**config.mk**
```make
export PLATFORM = sky130hd
export DESIGN_NAME = walk_register
export DESIGN_NICKNAME = d
export VERILOG_FILES = /design/src/rtl/walk_register.sv
export SDC_FILE = /design/constraint.sdc
export NUM_CORES = 1
export LEC_CHECK = 0
export BUFFER_PORTS_ARGS = -buffer_cell sky130_fd_sc_hd__buf_2
export CAP_MARGIN = 20
export CORE_AREA = 10 10 47 49
export DETAILED_ROUTE_END_ITERATION = 12
export DIE_AREA = 0 0 57 59
export GPL_TIMING_DRIVEN = 0
export RECOVER_POWER = 25
export SETUP_SLACK_MARGIN = 0.15
export SYNTH_ARGS = -nofsm -noshare
export SYNTH_HDL_FRONTEND = slang
export SYNTH_SLANG_ARGS = --single-unit
```
**constraint.sdc**
```tcl
create_clock -name clk -period 1.8 [get_ports clk]
set_input_delay 0.09 -clock clk [delete_from_list [all_inputs] [get_ports clk]]
set_output_delay 0.09 -clock clk [all_outputs]
set_load 0.02 [all_outputs]
```
**src/rtl/walk_register.sv**
```systemverilog
// Sticky pedestrian walk-request latch: holds a synchronized button request until the
// controller clears it, and counts distinct presses while the request is pending.
module walk_register #(
    parameter int CNT_W = 4
) (
    input  logic             clk,
    input  logic             rst,
    input  logic             WR_Sync,
    input  logic             WR_Reset,
    output logic             WR,
    output logic             WR_Press,
    output logic [CNT_W-1:0] WR_Count
);

    typedef enum logic {
        IDLE,
        PENDING
    } state_t;

    state_t           state;
    state_t           state_next;
    logic             sync_q;
    logic             rise;
    logic [CNT_W-1:0] count_next;

    assign rise = WR_Sync & ~sync_q;
    assign WR   = (state == PENDING);

    // The clear beats a same-cycle press; a level press alone is enough to set the request
    always_comb begin
        state_next = state;
        count_next = WR_Count;
        if (WR_Reset) begin
            state_next = IDLE;
            count_next = '0;
        end else begin
            if (WR_Sync) begin
                state_next = PENDING;
            end
            if (rise && (WR_Count != '1)) begin
                count_next = WR_Count + CNT_W'(1);
            end
        end
    end

    always_ff @(posedge clk) begin
        if (rst) begin
            state    <= IDLE;
            sync_q   <= 1'b0;
            WR_Press <= 1'b0;
            WR_Count <= '0;
        end else begin
            state    <= state_next;
            sync_q   <= WR_Sync;
            WR_Press <= rise;
            WR_Count <= count_next;
        end
    end

endmodule

```
==> results.json, run 1 <==
{
  "status": "completed",
  "grt_util_met3": 0.0472,
  "first_global_vias": 262,
  "vias": 266,
  "n_fill_cell": 154,
  "maxSlewHeadroom": 0.815,
  "rsz0062_at_grt": "no",
  "min_from": "WR_Reset",
  "p_switching_uw": 78.1,
  "seq_area_um2": 140,
  "yosysSeqAreaShare": 0.471,
  "drv_slew": 0,
  "die-area_um2": 3360,
  "hold_class": "primary input to flip-flop",
  "crit_family": "simple AND/OR/NAND/NOR gates",
  "die_x_um": 57,
  "cts.sinks": 7,
  "htreeDepth": 1,
  "nNetsFinal": 47,
  "cp.required_ns": 1.99,
  "fin_skew_ns": 0.00201,
  "root_buffer": "clkbuf_4",
  "cap_violations": 0,
  "port_buffers": 9,
  "drc": 0,
  "final_cell_mix": "buf_2 (8), dfxtp_1 (7), clkbuf_4 (3), nor2_1 (2), clkbuf_1 (2)",
  "antenna_found_initial": 0,
  "grt_max_degree": 7,
  "grt-ovfl-total": 0,
  "holdPathStages": 2,
  "cp_max_fo": 6,
  "finalHoldViolCount": 0,
  "yosys.area.top_type_share": 0.471,
  "initial_core_util": 0.213,
  "top_usage_layer": "met2",
  "globalplace.congestion": 0.717,
  "crit_path_cell_trace": "ha_1 > and3_4 > or3_1 > a21boi_1",
  "grt_use_total": 0.0415,
  "grtUsageMet2": 0.0651,
  "synth-simple-area-share": 0.324,
  "synth-xor-area-share": 0,
  "boundaryPins": 10,
  "fin_crit_sh": 0.718,
  "worst_path_max_delay_cell": "dfxtp_1",
  "cts_tree": "done",
  "synth_warnings": 0,
  "wl_per_cell_um": 11.8,
  "max_stage_delay_ns": 0.35,
  "r2r_end": "WR_Count[0]$_SDFFE_PP0P_",
  "pwr-share-comb": 0.076,
  "cp_num_buf_inv": 0,
  "synthCells": 28,
  "synthMuxAreaShare": 0,
  "stdcell_count": 57,
  "die_h_um": 59,
  "dpl.hpwl_um": 525,
  "synth_compound_area_frac": 0.164,
  "place_inst": 53,
  "drive_above_1_share": 0.317,
  "grt_pass1_wl_um": 1090,
  "powerDensity_nw_per_um2": 874,
  "postCtsSetupBuffers": 0,
  "worst_slack_ns": 0.508,
  "cts_resized": 0,
  "clock_latency_ns": 0.25,
  "numCtsBuffers": 3,
  "yosysUniqueCellTypes": 21,
  "pwr-share-seq": 0.489,
  "hold_path_end": "WR_Count[2]$_SDFFE_PP0P_",
  "p_leak_uw": 0.000162,
  "synth_fa_ha_area_frac": 0.0420,
  "sw_frac_of_total": 0.235,
  "synth_top_family_by_area": "simple AND/OR/NAND/NOR gates",
  "r2r_start": "WR_Count[0]$_SDFFE_PP0P_",
  "viasPerCell": 4.67,
  "synth_fp_nets": 33,
  "ys_top_cells_by_area": "dfxtp_1 (47%), nand2b_4 (4.6%), ha_1 (4.2%)",
  "worst_slew_pin_slew_ns": 0.276,
  "setup_viol": 0,
  "cp.arrival_ns": 1.48,
  "drt_pre_antenna_iters": 3,
  "finalCriticalPeriod_ns": 1.29,
  "reg2regPathDepth": 4,
  "fin_setup_tns_ns": 0,
  "ir_drop_mv": 0.307,
  "critPathKind": "flip-flop to flip-flop",
  "cts_hold_buf": 0,
  "synthToLayoutAreaGrowth_pct": 27.7,
  "ant_nets": 0,
  "diodes": 0,
  "syn_area_per_cell_um2": 10.6,
  "path_clk_slew_ns": 0.05,
  "synth_seq_cells": 7,
  "synth_area_um2": 298,
  "final_common_cell": "buf_2",
  "multi_input_area_um2": 150,
  "gr-usage-met1": 0.0345,
  "core_um2": 1400,
  "synth_top_area_cell": "dfxtp_1",
  "drtIter0Drc": 4,
  "ctsLongestPathBuffers": 2,
  "p_int_uw": 254,
  "wirelength_um": 671,
  "core.rowCount": 14,
  "pwr-share-clk": 0.435,
  "pre_cts_slack_ns": 0.521,
  "cp-end-kind": "flip-flop",
  "regToRegSetupSlack_ns": 0.51,
  "fmax_mhz": 774,
  "worstSetupStartpointType": "flip-flop"
}
worst reg2reg max path: stages, from the launching register on:
cell and delay [ns]:
dfxtp_1 0.35, ha_1 0.24, and3_4 0.21, or3_1 0.30, a21boi_1 0.14
per-layer routing:
layer | vias to the layer above | part of all wire
met5 | - | 0
met4 | 0 | 0
met1 | 122 | 0.40
met3 | 0 | 0.13
met2 | 10 | 0.47
li1 | 134 | -
registers in the layout (all words and copies together), names as in the netlist:
signal    cells
WR            1
WR_Count      4
WR_Press      1
sync_q        1
cells in the mapped netlist (all sizes together):
master and count:
a21oi 1, o21ai 1, nor2b 1, nor2 2
o21a 1, nand2 1, and4b 1, nand2b 1
nor4 2, and2b 1, ha 1, nor3 1
or3 1, o31ai 1, o211ai 1, nand4 1
a21boi 1, and3 1, dfxtp 7, a41oi 1
kinds of logic (layout without fill, tap and decap cells):
logic type                 Yosys count  after routing
and+or+nand+nor                     13             13
buffers and inverters                0             13
AOI/OAI and AO/OA                    7              7
adders and majority gates            1              1
DFF                                  7              7
through the flow:
step | hold WS (ns) | cell area, um2 | util | total power, uW
2_1_floorplan | 0.161 | 298 | - | 181
3_3_place_gp | 0.294 | 363 | 0.259 | 194
3_5_place_dp | 0.296 | 363 | 0.259 | 194
4_1_cts | 0.0251 | 389 | 0.278 | 343
5_1_grt | 0.0392 | 380 | 0.271 | 350
6_report | 0.0311 | 380 | 0.271 | 332
how the worst max path moves through the flow:
| stage | slack [ns] | startpoint | endpoint | depth (start not counted) |
|---|---|---|---|---|
| 5_1_grt | 0.42 | WR_Count[0]$_SDFFE_PP0P_ | WR_Count[0]$_SDFFE_PP0P_ | 4 |
| 6_report | 0.51 | WR_Count[0]$_SDFFE_PP0P_ | WR_Count[0]$_SDFFE_PP0P_ | 4 |
| 2_1_floorplan | 0.49 | WR_Count[0]$_SDFFE_PP0P_ | WR_Count[0]$_SDFFE_PP0P_ | 4 |
| 3_5_place_dp | 0.52 | WR_Count[0]$_SDFFE_PP0P_ | WR_Count[0]$_SDFFE_PP0P_ | 4 |
| 3_3_place_gp | 0.54 | WR_Count[0]$_SDFFE_PP0P_ | WR_Count[0]$_SDFFE_PP0P_ | 4 |
| 4_1_cts | 0.50 | WR_Count[0]$_SDFFE_PP0P_ | WR_Count[0]$_SDFFE_PP0P_ | 4 |
power groups by stage:
stage	Combinational [uW]	Clock (uW)	Sequential, uW
after CTS	28.4	152	162
after global routing	28.7	159	163
after global placement	28.0	0	166
after detailed placement	28.2	0	166
after floorplan	11.5	0	170
final	25.3	145	162
final cells by class:
class,count,share of cell area
sequential,7,0.368
timing repair buffer,9,0.115
tap,16,0.0526
clock buffer,4,0.0691
multi-input combinational,21,0.395
No activity file was read; power rests on OpenSTA's default activity.
==> run 2, diff against run 1 <==
- ABC_AREA: default -> 1
- clock period: 1.8 -> 1.3 ns (I/O delays scaled with it)
==> run 2 against run 1 <==
Die area is the same. Combinational power grew 89%. Critical path depth grew 2. Sequential cell count is the same. Sequential share of layout area shrank 1.8 points. Final cell count grew 21%. Largest power group unchanged.
==> results.json, run 2 <==
{
  "viasPerCell": 4.09,
  "worst_slew_pin_slew_ns": 0.264,
  "drv_slew": 0,
  "fin_area_um2": 414,
  "final_common_cell": "nor2_1",
  "root_buffer": "clkbuf_4",
  "hold_ws_ns": 0.0378,
  "fin_crit_sh": 0.808,
  "placed_cell_area_um2": 363,
  "worstSetupStartpointType": "flip-flop",
  "final_cell_mix": "nor2_1 (9), nand2_1 (8), buf_2 (7), dfxtp_1 (5)",
  "dpl.hpwl_um": 493,
  "synth_seq_cells": 7,
  "power_uw": 484,
  "synth_area_um2": 295,
  "cts_tree": "done",
  "cap_violations": 0,
  "die-area_um2": 3360,
  "holdPathStages": 2,
  "finalHoldViolCount": 0,
  "fin_skew_ns": 0.00474,
  "cp.arrival_ns": 1.21,
  "powerDensity_nw_per_um2": 1170,
  "boundaryPins": 10,
  "htreeDepth": 1,
  "drtIter0Drc": 2,
  "max_stage_delay_ns": 0.39,
  "port_buffers": 9,
  "reg2regPathDepth": 6,
  "crit_path_cell_trace": "ha_4 > nand3_1 > nand2_2 > inv_2 > nor2_1 > nor2_2",
  "cts.sinks": 7,
  "numCtsBuffers": 3,
  "die_x_um": 57,
  "largest-register": "WR_Count",
  "synth_most_common_cell": "nor2_1",
  "grt_use_total": 0.0467,
  "first_global_vias": 293,
  "synth_warnings": 0,
  "largest_reg_flops": 4,
  "crit_family": "flip-flops",
  "postCtsSetupBuffers": 0,
  "drt_pre_antenna_iters": 2,
  "grt-ovfl-total": 0,
  "synth-simple-area-share": 0.403,
  "synth_edf_count": 0,
  "ctsLongestPathBuffers": 2,
  "synth_top_area_cell": "dfxtp_1",
  "yosysUniqueCellTypes": 14,
  "status": "completed",
  "synth_fp_nets": 44,
  "synthCells": 39,
  "synth_flop_cell": "dfxtp_1",
  "worst_slack_ns": 0.249,
  "core_um2": 1400,
  "synth-xor-area-share": 0,
  "setup_viol": 0,
  "hold_class": "primary input to flip-flop",
  "cp_max_fo": 6,
  "globalplace.congestion": 0.691,
  "initial_core_util": 0.211,
  "p_leak_uw": 0.000176,
  "vias": 282,
  "path_clk_slew_ns": 0.06,
  "grt_max_degree": 7,
  "drive_above_1_share": 0.377,
  "hold_path_end": "WR$_SDFFE_PP0P_",
  "synthToLayoutAreaGrowth_pct": 40.3,
  "synth_fa_ha_area_frac": 0.0424,
  "syn_area_per_cell_um2": 7.57,
  "cp_num_buf_inv": 1,
  "r2r_end": "WR_Count[0]$_SDFFE_PP0P_",
  "regToRegSetupSlack_ns": 0.25,
  "fmax_mhz": 952,
  "rsz0062_at_grt": "no",
  "wl_per_cell_um": 10.2,
  "min_from": "WR_Sync",
  "ir_drop_mv": 0.416,
  "critPathKind": "flip-flop to flip-flop",
  "drc": 0,
  "ys_top_cells_by_area": "dfxtp_1 (47%), nor2_1 (13%), nand2_1 (10%)",
  "synth_compound_area_frac": 0.0424,
  "cp-end-kind": "flip-flop",
  "r2r_start": "WR_Count[0]$_SDFFE_PP0P_",
  "die_h_um": 59,
  "grt_pass1_wl_um": 1170,
  "core.rowCount": 14,
  "fin_setup_tns_ns": 0,
  "wirelength_um": 703,
  "cp.required_ns": 1.46,
  "finalCriticalPeriod_ns": 1.05,
  "clock_latency_ns": 0.26,
  "nNetsFinal": 59,
  "async_flop_share": 0,
  "pre_cts_slack_ns": 0.215,
  "antenna_found_initial": 0,
  "synth_top_family_by_area": "simple AND/OR/NAND/NOR gates",
  "yosysSeqAreaShare": 0.475,
  "worst_path_max_delay_cell": "dfxtp_4",
  "synthMuxAreaShare": 0,
  "synth_common_cells": "nor2_1 (10), nand2_1 (8), dfxtp_1 (7)",
  "yosys.area.top_type_share": 0.475,
  "ant_nets": 0,
  "maxSlewHeadroom": 0.825,
  "diodes": 0
}
==> run 2: cell types whose count changed in the layout (fill, tap and decap cells not counted), sizes merged, moves of 2 or more <==
cell,delta
inv,+3
nand2,+8
nand3,+2
nor2,+11
nor4,-2
==> run 2: worst register-to-register path, cell delays in order, from the launching register on <==
cell and delay, ns:
dfxtp_4 0.39, ha_4 0.15, nand3_1 0.09, nand2_2 0.12
inv_2 0.05, nor2_1 0.11, nor2_2 0.05
==> run 2: worst max-delay path by stage <==
stage	from	end	cells after the start	slack [ns]
finish	WR_Count[0]$_SDFFE_PP0P_	WR_Count[0]$_SDFFE_PP0P_	6	0.25
CTS	WR_Count[0]$_SDFFE_PP0P_	WR_Count[0]$_SDFFE_PP0P_	6	0.20
global placement	WR_Count[0]$_SDFFE_PP0P_	WR_Count[0]$_SDFFE_PP0P_	6	0.22
detailed placement	WR_Count[0]$_SDFFE_PP0P_	WR_Count[0]$_SDFFE_PP0P_	6	0.22
floorplan	WR_Count[0]$_SDFFE_PP0P_	WR_Count[0]$_SDFFE_PP0P_	6	0.19
global route	WR_Count[1]$_SDFFE_PP0P_	WR_Count[1]$_SDFFE_PP0P_	6	0.16
==> run 2: what timing repair did <==
item | in CTS | in global routing
resized for setup | 0 | 4
endpoints found under the setup margin | 0 | 3
hold endpoints to repair | 2 | 0
hold buffers | 1 | 0
==> run 2: cell families after synthesis <==
group | count (synthesis)
DFF | 7
buffers and inverters | 3
and+or+nand+nor | 26
AOI/OAI and AO/OA | 2
adders and majority gates | 1
==> run 2: layout make-up <==
class	count	area, um2
clock buffers	4	26.3
fillers	160	987
inverters	3	11.3
multi-input cells	29	159
flip-flops and latches	7	145
well taps	16	20.0
repair buffers	10	52.6
==> run 2: routing by layer <==
metal | up-vias | track usage | routed length (um)
li1 | 151 | - | -
met1 | 121 | 0.0475 | 316
met2 | 7 | 0.0636 | 339
met3 | 3 | 0.0258 | 25
met4 | 0 | 0.0503 | 22
met5 | - | 0 | 0
==> run 2: power breakdown <==
part           internal (uW)  switching [uW]  total, uW  leakage (uW)
logic                   18.4            29.4       47.8      0.000103
registers                221            7.59        229     0.0000585
clock network            118            89.7        207     0.0000150
total                    358             127        484      0.000176
==> run 2: per-stage QoR <==
| step | instances | utilization |
|---|---|---|
| floorplan | 39 | - |
| CTS | 69 | 0.285 |
| detailed placement | 64 | 0.259 |
| global placement | 64 | 0.259 |
| finish | 69 | 0.296 |
| global route | 69 | 0.296 |
